### config.mk
export PLATFORM = sky130hd
export DESIGN_NAME = mul_share_ctrl
export DESIGN_NICKNAME = d
export VERILOG_FILES = /design/src/rtl/mul_share_ctrl.sv
export SDC_FILE = /design/constraint.sdc
export NUM_CORES = 1
export LEC_CHECK = 0
export ABC_AREA = 1
export BUFFER_PORTS_ARGS = -buffer_cell sky130_fd_sc_hd__buf_4
export CELL_PAD_IN_SITES_DETAIL_PLACEMENT = 0
export CELL_PAD_IN_SITES_GLOBAL_PLACEMENT = 2
export CORE_MARGIN = 2
export CORE_UTILIZATION = 26
export CTS_BUF_LIST = sky130_fd_sc_hd__clkbuf_8
export DETAILED_ROUTE_END_ITERATION = 8
export PLACE_DENSITY_LB_ADDON = 0.1
export RECOVER_POWER = 25
export SYNTH_ARGS = -nofsm -noshare
export SYNTH_HDL_FRONTEND = slang
export SYNTH_SLANG_ARGS = --single-unit
### constraint.sdc
create_clock -name clk -period 1.74 [get_ports clk]
set_input_delay 0.087 -clock clk [delete_from_list [all_inputs] [get_ports clk]]
set_output_delay 0.087 -clock clk [all_outputs]
set_load 0.005 [all_outputs]
### src/rtl/mul_share_ctrl.sv
// Round-robin front end for the shared shift-add multiplier: grants one of two
// requesters, loads the multiplier, waits a fixed latency and returns the product.
module mul_share_ctrl #(
    parameter int WIDTH      = 4,
    parameter int MUL_CYCLES = 5
) (
    input  logic                 clk,
    input  logic                 rst,
    input  logic                 req0,
    input  logic [WIDTH-1:0]     a0,
    input  logic [WIDTH-1:0]     b0,
    input  logic                 req1,
    input  logic [WIDTH-1:0]     a1,
    input  logic [WIDTH-1:0]     b1,
    output logic                 done0,
    output logic                 done1,
    output logic [2*WIDTH-1:0]   y_out,
    output logic                 busy,
    output logic                 mul_ld,
    output logic [WIDTH-1:0]     mul_a,
    output logic [WIDTH-1:0]     mul_b,
    input  logic [2*WIDTH-1:0]   mul_y
);

    typedef enum logic [1:0] {IDLE, LOAD, BUSY, DONE} state_t;

    localparam logic [3:0] CNT_LOAD = 4'(MUL_CYCLES - 1);

    state_t     state, state_nxt;
    logic       ptr;
    logic       sel;
    logic       win;
    logic       any_req;
    logic [3:0] cnt;
    logic       busy_nxt;
    logic       ld_nxt;
    logic       done0_nxt;
    logic       done1_nxt;

    always_ff @(posedge clk) begin
        if (rst) begin
            state <= IDLE;
        end else begin
            state <= state_nxt;
        end
    end

    // Contention goes to ptr; a lone requester wins regardless of ptr.
    always_comb begin
        any_req   = req0 | req1;
        win       = (req0 && req1) ? ptr : req1;
        state_nxt = state;
        case (state)
            IDLE:    if (any_req) state_nxt = LOAD;
            LOAD:    state_nxt = BUSY;
            BUSY:    if (cnt == 4'd0) state_nxt = DONE;
            DONE:    state_nxt = IDLE;
            default: state_nxt = IDLE;
        endcase
    end

    // Strobes are decoded from the next state so every output comes straight off a flop.
    always_comb begin
        busy_nxt  = (state_nxt != IDLE);
        ld_nxt    = (state_nxt == LOAD);
        done0_nxt = (state_nxt == DONE) && !sel;
        done1_nxt = (state_nxt == DONE) && sel;
    end

    always_ff @(posedge clk) begin
        if (rst) begin
            busy   <= 1'b0;
            mul_ld <= 1'b0;
            done0  <= 1'b0;
            done1  <= 1'b0;
        end else begin
            busy   <= busy_nxt;
            mul_ld <= ld_nxt;
            done0  <= done0_nxt;
            done1  <= done1_nxt;
        end
    end

    // mul_y is only trusted on the last BUSY edge; earlier values are partial products.
    always_ff @(posedge clk) begin
        if (rst) begin
            ptr   <= 1'b0;
            sel   <= 1'b0;
            cnt   <= 4'd0;
            mul_a <= '0;
            mul_b <= '0;
            y_out <= '0;
        end else begin
            case (state)
                IDLE: begin
                    if (any_req) begin
                        sel   <= win;
                        mul_a <= win ? a1 : a0;
                        mul_b <= win ? b1 : b0;
                    end
                end
                LOAD: cnt <= CNT_LOAD;
                BUSY: begin
                    if (cnt != 4'd0) begin
                        cnt <= cnt - 4'd1;
                    end else begin
                        y_out <= mul_y;
                    end
                end
                DONE:    ptr <= ~sel;
                default: ;
            endcase
        end
    end

endmodule

After elaboration in Yosys (flattened, before gate mapping). Cells that the tools add are included.

Register bits after elaboration: 28. Input port bits: 28. Word-level logic and storage cells: 41.

Reduce and logical (&&, ||, !) cells: 12. $add $sub $neg: 1. Mux-type cells: 8. Bitwise logic cells: 3. Equality and inequality tests: 6.

Operators with widths (number): $mux 4 (3); $pmux 2 s4 (1); $pmux 4 s2 (1); $eq 2x2->1 const B (3); $reduce_and 2->1 (3); $eq 2x1->1 const B (2); $logic_not 4->1 (1); $mux 2 (2); $reduce_bool 2->1 (2); $reduce_bool 4->1 (1); $sub 4x1->4 const B (1); $logic_and 1x1->1 (3); $logic_not 2->1 (1); $ne 2x2->1 const B (1); $not 1->1 (2); $logic_not 1->1 (1); $mux 1 (1); $or 1x1->1 (1).

Longest topological paths before layout.
Depth after elaboration: 5. Gate-level depth with buffers: 9. Gate-level depth less buffers: 8.

Least setup slack after synthesis. OpenSTA, ideal clock, no wires.

Path kind: register to register. Start point: reg state[0]. End point: reg mul_a[3]. Period minus slack after synthesis: 1253 ps. Required time: 1631 ps. Stages on the path, launching flop included: 10. Arrival: 1144 ps. Setup time: 109 ps. Path slack: 487 ps. Path through: dfxtp_1 inv_1 ha_1 o21ai_2 inv_2 buf_6 nor2_1 nor2_1 nand2_1 inv_1.

Longest elaborated chain between the ends: 2.

RTL lines: from (decl) (RTL line 29) `state_t state, state_nxt;`; from (signal assigned) (RTL line 44) `state <= state_nxt;`; $logic_not 2->1 (RTL line 94) `case (state)`; $reduce_and 2->1 (no source line); to (signal assigned) (RTL line 98) `mul_a <= win ? a1 : a0;`; to (decl) (RTL line 20) `output logic [WIDTH-1:0] mul_a,`.

No other way between the ends. A chain may end at the register's enable or synchronous reset.

Worst setup path after layout.
Start point: reg state[0]. End point: reg cnt[3].

Longest elaborated chain between the ends: 3. Elaborated cells between the ends (all ways): 6. Classes of those cells: 3 x eq/ne; 1 x mux; 2 x reduce/logical.

RTL lines: $eq 2x2->1 / $eq 2x1->1 (equally long branches) (RTL line 94); $ne 2x2->1 (no source line) / $reduce_bool 2->1 (equally long branches); $reduce_and 2->1 (no source line); to (signal assigned) (RTL line 105) `cnt <= cnt - 4'd1;`; to (decl) (RTL line 34) `logic [3:0] cnt;`.

Parallel ways exist; a longest one is shown, timed or not.

==> results.tsv <==
metric	value	unit
GRT met2 Usage	20.1	%
Critical Path RT	1910	ps
Worst Reg-to-Reg Cells	7	
multi-input logic area	611	um^2
Comb pwr share	46.6	%
Syn Nets	215	
total congestion overflow	0	
number of max-cap violations	0	
sequential share of the synthesized area	43.2	%
CTS Buffer Depth	2	
pin count of the biggest net entering global routing	23	
Antenna Nets Post-Route	0	
Hold Path End	y_out[7]	
initial antenna violation count	0	
crit-path max FO	11	
status	finished, final reports clean	
Hold Buf Count CTS	0	
1st-pass router iterations	4	
first-pass GRT wire length	5060	um
buffers added on ports	47	
CTS sink cnt	28	
GR Util met1	14.8	%
DIE AREA	5570	um^2
Psw	1.08	mW
Yosys reg bits	28	
part of the power in the clock network	18.2	%
Die X	74.6	um
reg2reg end	cnt[3]	
commonest non-fill, non-tap cell in the layout	nand2_1	
Layout fillers	511	
DRC viols	0	
Iter 0 DRT Violations	38	
Max IR drop VDD	0.532	mV
most heavily used metal layer in global routing	met2	
Worst setup EP type	register	
unrepaired setup endpoints after global routing	false	
most frequent cells in the layout	46 x nand2_1, 37 x buf_4, 28 x nor2_1, 28 x dfxtp_1, 21 x inv_1	
share of cells above drive strength 1	26.8	%
Clock Latency Late Sink	270	ps
Worst slew margin	75.2	%
Die Ht	74.6	um
top post-synthesis cells by area	dfxtp_1 43%, nand2_1 13%, nor2_1 8.1%	
global-route track usage on met3	2.28	%
worst setup margin	177	ps
setup bufs post-CTS	0	
Reg area	561	um^2
hold slack	79.6	ps
number of vias per cell	4.23	
Fin. Hold Viols	0	
f_max	640	MHz
CTS tree	yes	
Hold Path Class	in2reg	
post-cts gate resize count	0	
Final Skew	7.81	ps
GRT Overall Usage	11.8	%
setup_tns	0	ps
worst reg2reg startpoint	state[0]	
H-tree depth	1	
Routed WL	3170	um
Hold Crit Start	mul_y[7]	
total power	2.78	mW
HPWL after DPL	2490	um
sequential power share	35.3	%
CTS Root Cell	clkbuf_8	
vias in the first global route	1156	
Synth top area share	43.2	%
core area	4750	um^2
synthesized area per cell	7.16	um^2
Nets	263	
Worst setup SP type	register	
Setup WS pre-CTS	162	ps
Worst Max-Slew Pin Slew	371	ps
row count	25	
Mapped Cells	181	
DR WL/cell	10.7	um
Post-DP Area	1710	um^2
r2r setup slk	180	ps
final setup fails	0	
Synth-to-Final Area Change	36.5	%
Synth Cell Area	1300	um^2
period utilization	89.8	%
area leader, netlist	dfxtp_1	
design area	1770	um^2
switching share of power	38.8	%
final slew viol count	0	
Tmin final	1560	ps
Pwr Density	1570	nW/um^2
routability cong.	0.810	
Crit Path Class	reg2reg	
# diodes	0	
Worst-path clk slew	100	ps
crit path DAT	1730	ps
Initial Utilization	27.3	%
Cell Int Power	1.70	mW
Boundary Pins	48	
WHS Path Cells	3	
number of CTS-inserted buffers	3	
vias	1247	
leakage	0.877	nW
YS warnings	0	
synth unique cells	22	
final cells by class:
class | count | area share [%]
flip-flops and latches | 28 | 31.7
repair buffers | 48 | 19.9
clock buffers | 3 | 2.33
well taps | 67 | 4.74
clock inverters | 1 | 1.70
multi-input cells | 124 | 34.5
inverters | 24 | 5.09
state kept, by name, indices dropped and copies added, names as in the netlist, 2 cells and up:
name   cells
cnt        4
state      2
mul_b      4
y_out      8
mul_a      4
routing by layer:
layer / vias up / routed length [um]
met3: 4 / 151
met4: 0 / 40
li1: 656 / -
met5: - / 0
met2: 33 / 1530
met1: 554 / 1440
through the flow:
stage,utilization (%),cells
floorplan,-,181
global route,37.2,295
global placement,35.9,291
detailed placement,35.9,291
finish,37.2,295
CTS,37.4,295
critical path, stage by stage (launching register included):
cell	delay, ps
dfxtp_1	350
inv_1	140
ha_1	310
nand3_2	300
nand3_1	200
nand2_1	60
nand2_1	50
nor2_1	30
cell usage after synthesis:
| cell type | n |
|---|---|
| nand2_1 | 46 |
| dfxtp_1 | 28 |
| nor2_1 | 28 |
| inv_1 | 21 |
| nand3_1 | 18 |
| a21oi_1 | 14 |
| ha_1 | 6 |
| inv_2 | 3 |
| buf_6 | 2 |
| clkbuf_1 | 2 |
| nand2_2 | 2 |
| a31oi_1 | 1 |
| buf_2 | 1 |
| nand2_4 | 1 |
| nand3_2 | 1 |
| nand4_1 | 1 |
| nor2_2 | 1 |
| nor3_2 | 1 |
| nor3_4 | 1 |
| o21ai_0 | 1 |
| o21ai_1 | 1 |
| o21ai_2 | 1 |
power by group through the flow:
stage,clock [mW],sequential (mW),combinational [mW]
2_1_floorplan,0,0.993,0.909
5_1_grt,0.559,1.01,1.52
4_1_cts,0.538,0.985,1.34
3_3_place_gp,0,0.993,1.32
6_report,0.506,0.981,1.30
3_5_place_dp,0,0.999,1.34
worst max path at each step:
stage                          end     start  slack (ps)  cells past startpoint
after floorplan           mul_a[3]  state[0]         490                      9
after global placement      cnt[3]  state[0]         270                      7
after detailed placement    cnt[3]  state[0]         160                      7
after CTS                   cnt[3]  state[0]         150                      7
after global routing        cnt[3]  state[0]           2                      7
final                       cnt[3]  state[0]         180                      7
cells by family after synthesis:
| group | Yosys count | share of synthesized area, % |
|---|---|---|
| adders and majority gates | 6 | 5.79 |
| AOI/OAI and AO/OA | 18 | 7.34 |
| buffers and inverters | 29 | 9.65 |
| and+or+nand+nor | 100 | 34.0 |
| DFF | 28 | 43.2 |
No activity file was read; power rests on OpenSTA's default activity.
